**src/rtl/byte_fifo_pkg.sv**
```systemverilog
// byte_fifo_pkg: shared width constant and pointer-width helper for byte_fifo
package byte_fifo_pkg;

    localparam int BYTE_W = 8;

    function automatic int ptr_w(input int depth);
        return $clog2(depth) + 1;
    endfunction

endpackage

```
**src/rtl/byte_fifo_mem.sv**
```systemverilog
// byte_fifo_mem: DEPTH x WIDTH register array, synchronous write, asynchronous read, no reset
module byte_fifo_mem #(
    parameter int WIDTH = 8,
    parameter int DEPTH = 8
) (
    input  logic                     clk,
    input  logic                     we,
    input  logic [$clog2(DEPTH)-1:0] waddr,
    input  logic [WIDTH-1:0]         wdata,
    input  logic [$clog2(DEPTH)-1:0] raddr,
    output logic [WIDTH-1:0]         rdata
);

    logic [WIDTH-1:0] mem [DEPTH];

    always_ff @(posedge clk)
        if (we) mem[waddr] <= wdata;

    assign rdata = mem[raddr];

endmodule

```
**src/rtl/byte_fifo.sv**
```systemverilog
// byte_fifo: first-word-fall-through valid/ready FIFO with wrap-bit pointers
// optional occupancy output enabled by BYTE_FIFO_LEVEL_EN
module byte_fifo
    import byte_fifo_pkg::*;
#(
    parameter int WIDTH = BYTE_W,
    parameter int DEPTH = 8
) (
    input  logic             clk,
    input  logic             reset_n,
    input  logic             in_valid,
    output logic             in_ready,
    input  logic [WIDTH-1:0] in_data,
    output logic             out_valid,
    input  logic             out_ready,
    output logic [WIDTH-1:0] out_data
`ifdef BYTE_FIFO_LEVEL_EN
    ,
    output logic [ptr_w(DEPTH)-1:0] level
`endif
);

    localparam int PW = ptr_w(DEPTH);
    localparam int AW = PW - 1;

    logic [PW-1:0] wr_ptr, rd_ptr;
    logic          full, empty, push, pop;

    // flags come only from registered pointers, so no in->out combinational path
    assign empty     = wr_ptr == rd_ptr;
    assign full      = (wr_ptr[AW-1:0] == rd_ptr[AW-1:0]) && (wr_ptr[AW] != rd_ptr[AW]);
    assign in_ready  = !full;
    assign out_valid = !empty;
    assign push      = in_valid && in_ready;
    assign pop       = out_valid && out_ready;

    always_ff @(posedge clk or negedge reset_n) begin
        if (!reset_n) begin
            wr_ptr <= '0;
            rd_ptr <= '0;
        end else begin
            if (push) wr_ptr <= wr_ptr + 1'b1;
            if (pop) rd_ptr <= rd_ptr + 1'b1;
        end
    end

`ifdef BYTE_FIFO_LEVEL_EN
    assign level = wr_ptr - rd_ptr;
`endif

    byte_fifo_mem #(.WIDTH(WIDTH), .DEPTH(DEPTH)) u_mem (
        .clk   (clk),
        .we    (push),
        .waddr (wr_ptr[AW-1:0]),
        .wdata (in_data),
        .raddr (rd_ptr[AW-1:0]),
        .rdata (out_data)
    );

endmodule

```
**config.mk**
```make
export PLATFORM = sky130hd
export DESIGN_NAME = byte_fifo
export DESIGN_NICKNAME = d
export VERILOG_FILES = /design/src/rtl/byte_fifo_pkg.sv /design/src/rtl/byte_fifo_mem.sv /design/src/rtl/byte_fifo.sv
export SDC_FILE = /design/constraint.sdc
export NUM_CORES = 1
export LEC_CHECK = 0
export ABC_AREA = 1
export CAP_MARGIN = 5
export CORE_MARGIN = 5
export CORE_UTILIZATION = 39
export CTS_BUF_LIST = sky130_fd_sc_hd__clkbuf_8 sky130_fd_sc_hd__clkbuf_16
export CTS_CLUSTER_DIAMETER = 120
export DETAILED_ROUTE_END_ITERATION = 10
export GPL_TIMING_DRIVEN = 0
export SYNTH_ARGS = -nofsm -noshare
export SYNTH_HDL_FRONTEND = slang
export SYNTH_SLANG_ARGS = --single-unit
```
**constraint.sdc**
```tcl
create_clock -name clk -period 3.17 [get_ports clk]
set_input_delay 0.4755 -clock clk [delete_from_list [all_inputs] [get_ports clk]]
set_output_delay 0.4755 -clock clk [all_outputs]
set_load 0.01 [all_outputs]
```
Word level (Yosys, flattened, before mapping)
Memory sizes are Yosys's and may differ from the RTL's.
Cells that the tools add are included.
{ "totals": {"regBits": 8, "ram_bits": 64, "inputBits": 12, "elab_cells": 15, "n_memories": 1} }
{ "memory_table": {"columns": ["name", "depth", "word_bits", "rd", "rd_clocked_by_memory_dff", "wr", "line_no", "text"], "rows": [
  ["u_mem.mem", 8, 8, 1, 0, 1, "byte_fifo_mem.sv:14", "logic [WIDTH-1:0] mem [DEPTH];"]
]} }
{ "op_classes": {"add_sub_neg": 2, "n_eq_ne": 3, "n_mux": 2, "n_reduce_logical": 5} }
{ "op_table": {"columns": ["cell", "n"], "rows": [
  ["4-bit by 1-bit adder with 4-bit output, second input constant", 2],
  ["4-bit equality test", 1],
  ["3-bit equality test", 1],
  ["1-bit logical AND", 3],
  ["1-bit logical NOT", 2],
  ["1-bit two-way mux", 2],
  ["1-bit != test", 1]
]} }

Longest topological paths before layout
{ "logic_depth": {"word_depth": 6, "mapped_depth": 10, "mapped_depth_nobuf": 9} }

Modules after synthesis
Synthesis repeated with hierarchy kept, for this count alone.
{ "unflattened": {"cells_unflattened": 363, "area_unflattened_um2": 3407.0} }
{ "by_module_without_submodules": {"columns": ["mod", "instances", "cells_per_inst", "area_each_um2"], "rows": [
  ["byte_fifo_mem", 1, 295, 2890.3],
  ["byte_fifo", 1, 68, 516.7]
]} }

Worst setup path before layout
OpenSTA, ideal clock, no wires.
{ "synth_path": {"path_type": "reg-to-reg", "from": "reg rd_ptr[0]", "to": "mem u_mem.mem[4][0] (enable)", "setup_ns": 0.371, "t_arrival_ns": 1.325, "slack_ns": 1.475, "stages_incl_launch_ff": 9, "n_path_buf": 1, "synth_period_minus_slack_ns": 1.695, "path_cell_list": "dfrtp_1 -> buf_6 -> inv_8 -> nand2_1 -> nand2_2 -> inv_2 -> nand4_4 -> nand3_2 -> nor2_1"} }
{ "synth_via": {"elab_chain_len": 6} }
{ "synth_rtl": {"columns": ["element", "line_no", "text"], "rows": [
  ["start: declaration", "byte_fifo.sv:26", "logic [PW-1:0] wr_ptr, rd_ptr;"],
  ["start signal: assignment", "byte_fifo.sv:43", "if (pop) rd_ptr <= rd_ptr + 1'b1;"],
  ["3-bit equality test", "byte_fifo.sv:31", "assign full = (wr_ptr[AW-1:0] == rd_ptr[AW-1:0]) && (wr_ptr[AW] != rd_ptr[AW]);"],
  ["1-bit logical AND", "byte_fifo.sv:31", null],
  ["1-bit logical NOT", "byte_fifo.sv:32", "assign in_ready = !full;"],
  ["named net in_ready", "byte_fifo.sv:12", "output logic in_ready,"],
  ["1-bit logical AND", "byte_fifo.sv:34", "assign push = in_valid && in_ready;"],
  ["1-bit two-way mux", "byte_fifo_mem.sv:17", "if (we) mem[waddr] <= wdata;"],
  ["1-bit two-way mux (implied by the code)", "byte_fifo_mem.sv:17", null],
  ["end: declaration", "byte_fifo_mem.sv:14", null]
]} }
The timed path passes the listed nets, and every way through them passes these cells.

Worst setup path in the final report
{ "layout_path": {"from": "reg rd_ptr[1]", "to": "out out_data[2]"} }
{ "layout_via": {"elab_chain_len": 1} }
{ "layout_rtl": {"columns": ["element", "line_no", "text"], "rows": [
  ["memory 8 x 8 bit", null, null],
  ["end: declaration", "byte_fifo.sv:16", "output logic [WIDTH-1:0] out_data"]
]} }
No other way between the ends.

==> impl_metrics.tcl <==
set metrics [dict create \
    status "finished, final reports clean" \
    yosys_warnings 0 \
    crit_cells 7 \
    slowest_stage "clkdlybuf4s50_1" \
    async_flop_share 0.111 \
    yosysUniqueCellTypes 25 \
    finClkSkew_ns 0.00735 \
    period_share 0.880 \
    cp_num_buf_inv 3 \
    cts_resized 0 \
    grt_pass1_wl_um 10800 \
    die_y_um 99.2 \
    drive_above_1_share 0.139 \
    initial_utilization 0.401 \
    grt_antenna_before_repair 0 \
    portBuffers 21 \
    reg2reg_slack_ns 0.98 \
    syn_to_final_growth_pct 16.1 \
    diodes 0 \
    max_freq_ghz 0.358 \
    synthesis.area_um2 3100 \
    ant_nets 0 \
    cts_root_buf "clkbuf_8" \
    wirelength_um 6930 \
    placementRows 32 \
    crit_path_start_kind "flip-flop" \
    p_per_area_nw_per_um2 939 \
    p_leak_nw 1.32 \
    crit_top_cell "nand2_1" \
    synth_nets 280 \
    ctsLongestPathBuffers 2 \
    synth_edf_count 64 \
    drt_iter0_markers 108 \
    postCtsSetupBuffers 0 \
    seq_area_frac_synth 0.684 \
    grt_pass1_vias 1916 \
    max_stage_delay_ns 0.53 \
    dieArea_um2 9830 \
    grtUsageTotal 0.149 \
    endpoint_kind "output pin" \
    rsz0062_at_grt "no" \
    finalWorstSetupSlack_ns 0.380 \
    max-cap-violations 0 \
    power_w 0.00338 \
    ios 22 \
    hold_violations 0 \
    ir_worst_vdd_uv 406 \
    die_w_um 99.2 \
    routabilityCongestion 0.767 \
    r2r_end "u_mem.mem[2][2]$_DFFE_PP_" \
    hold_class "primary input to async pin" \
    routedWlPerCell_um 17.1 \
    clock-sinks 72 \
    nets 312 \
    path_clk_slew_ns 0.07 \
    worstSetupPathType "flip-flop to output pin" \
    worst_slew_pin_slew_ns 1.00 \
    relSlewSlack 0.329 \
    grt_max_degree 13 \
    fin_crit_ns 2.79 \
    cp_max_fo 10 \
    avgSynthCellArea_um2 11.7 \
    core_area_um2 7730 \
    required_ns 2.69 \
    reg2reg_from "wr_ptr[0]$_DFFE_PN0P_" \
    insertion_delay_ns 0.34 \
    firstDrtPassIters 4 \
    crit_chain "inv_2, clkbuf_1, o21ai_1, o22ai_1, nand2_1, nand2_1, clkdlybuf4s50_1" \
    vias 2028 \
    vias_per_cell 5.01 \
    fin_setup_tns_ns 0 \
    worstSetupStartpoint "rd_ptr[1]$_DFFE_PN0P_" \
    synthCells 266 \
    tritoncts "yes" \
    hpwl_um 4270 \
    cts_htree_levels 3 \
    ys_seq_elements 72 \
    slew_violations 0 \
    reg2reg_depth 7 \
    setup_viol 0 \
    pre_cts_ws_ns 0.707 \
    drc 0 \
    overflow 0 \
    crit_family "buffers and inverters" \
    arrival_ns 2.31 \
    hold_buffers 0 \
    synth_flop_cell "edfxtp_1" \
    numCtsBuffers 9 \
]
[cell families (layout without fill, tap and decap cells)]
| kind of cell | after synthesis | count (layout) | synth area share |
|---|---|---|---|
| adder cells (fa/ha/maj) | 2 | 2 | 0.00807 |
| XOR/XNOR | 4 | 4 | 0.0113 |
| AO/OA/AOI/OAI | 49 | 49 | 0.0856 |
| flip-flops | 72 | 72 | 0.684 |
| buffers and inverters | 24 | 61 | 0.0468 |
| AND/OR/NAND/NOR | 115 | 115 | 0.164 |
[worst reg2reg max path, cell delays in order (launching register included)]
cell	delay, ns
dfrtp_1	0.48
inv_1	0.16
nand2_2	0.06
nand2_2	0.07
inv_2	0.05
nand4_4	0.11
nand3_2	0.12
nor2_1	0.78
[power by group]
group | switching, W | internal [W] | total, W
clock network | 0.000329 | 0.000275 | 0.000604
logic | 0.000926 | 0.000576 | 0.00150
registers | 0.0000702 | 0.00121 | 0.00128
[worst max-delay path by stage]
stage / end / slack, ns
floorplan: u_mem.mem[4][0]$_DFFE_PP_ / 1.47
global placement: u_mem.mem[2][4]$_DFFE_PP_ / 0.72
detailed placement: u_mem.mem[2][5]$_DFFE_PP_ / 0.71
CTS: out_data[3] / 0.34
global route: out_data[3] / 0.14
finish: out_data[2] / 0.38
[Yosys cell counts, types with 2 or more instances]
cell type | instances | area, um^2
edfxtp_1 | 64 | 1920
nand2_1 | 53 | 199
nor2_1 | 40 | 150
o21ai_1 | 25 | 125
o22ai_1 | 16 | 100
nand3_1 | 11 | 55.1
dfrtp_1 | 8 | 200
o21ai_0 | 7 | 35.0
buf_2 | 5 | 25.0
inv_2 | 5 | 18.8
buf_6 | 4 | 45.0
inv_1 | 4 | 15.0
nand2_2 | 4 | 25.0
xor2_1 | 4 | 35.0
buf_4 | 3 | 22.5
nand2_4 | 3 | 33.8
ha_1 | 2 | 25.0
[metal layers]
| metal | up-vias | global-route usage | wire length, um |
|---|---|---|---|
| met2 | 51 | 0.220 | 3250 |
| met5 | - | 0 | 0 |
| li1 | 1003 | - | - |
| met4 | 0 | 0.0536 | 95 |
| met3 | 11 | 0.0344 | 289 |
| met1 | 963 | 0.215 | 3300 |
[final cells by class]
| cell class | count | area (um^2) |
|---|---|---|
| fillers | 736 | 4130 |
| flip-flops and latches | 72 | 2120 |
| multi-input cells | 170 | 833 |
| repair buffers | 21 | 210 |
| well taps | 102 | 128 |
| clock buffers | 9 | 124 |
| plain buffers | 13 | 96.3 |
| inverters | 11 | 48.8 |
| clock inverters | 7 | 38.8 |
[flip-flops by register name, indices dropped and copies added (netlist names)]
name       count
wr_ptr         4
u_mem.mem     64
rd_ptr         4
[layout by cell type, fill, tap and decap left out, types with 7 or more instances in the layout]
cell type	n
o22ai_1	16
nor2_1	40
nand2_1	53
nand3_1	11
dfrtp_1	8
edfxtp_1	64
o21ai_1	25
o21ai_0	7
clkbuf_8	9
clkdlybuf4s50_1	21
[through the flow]
stage               hold WS, ns  cells  utilization  instance area, um^2
finish                    0.420    405        0.466                 3600
global route              0.445    405        0.466                 3600
CTS                       0.417    405        0.466                 3600
detailed placement        0.490    389        0.445                 3440
global placement          0.492    389        0.445                 3440
floorplan                 0.180    266            -                 3100
Note: power is estimated with default switching activity, not from simulation.
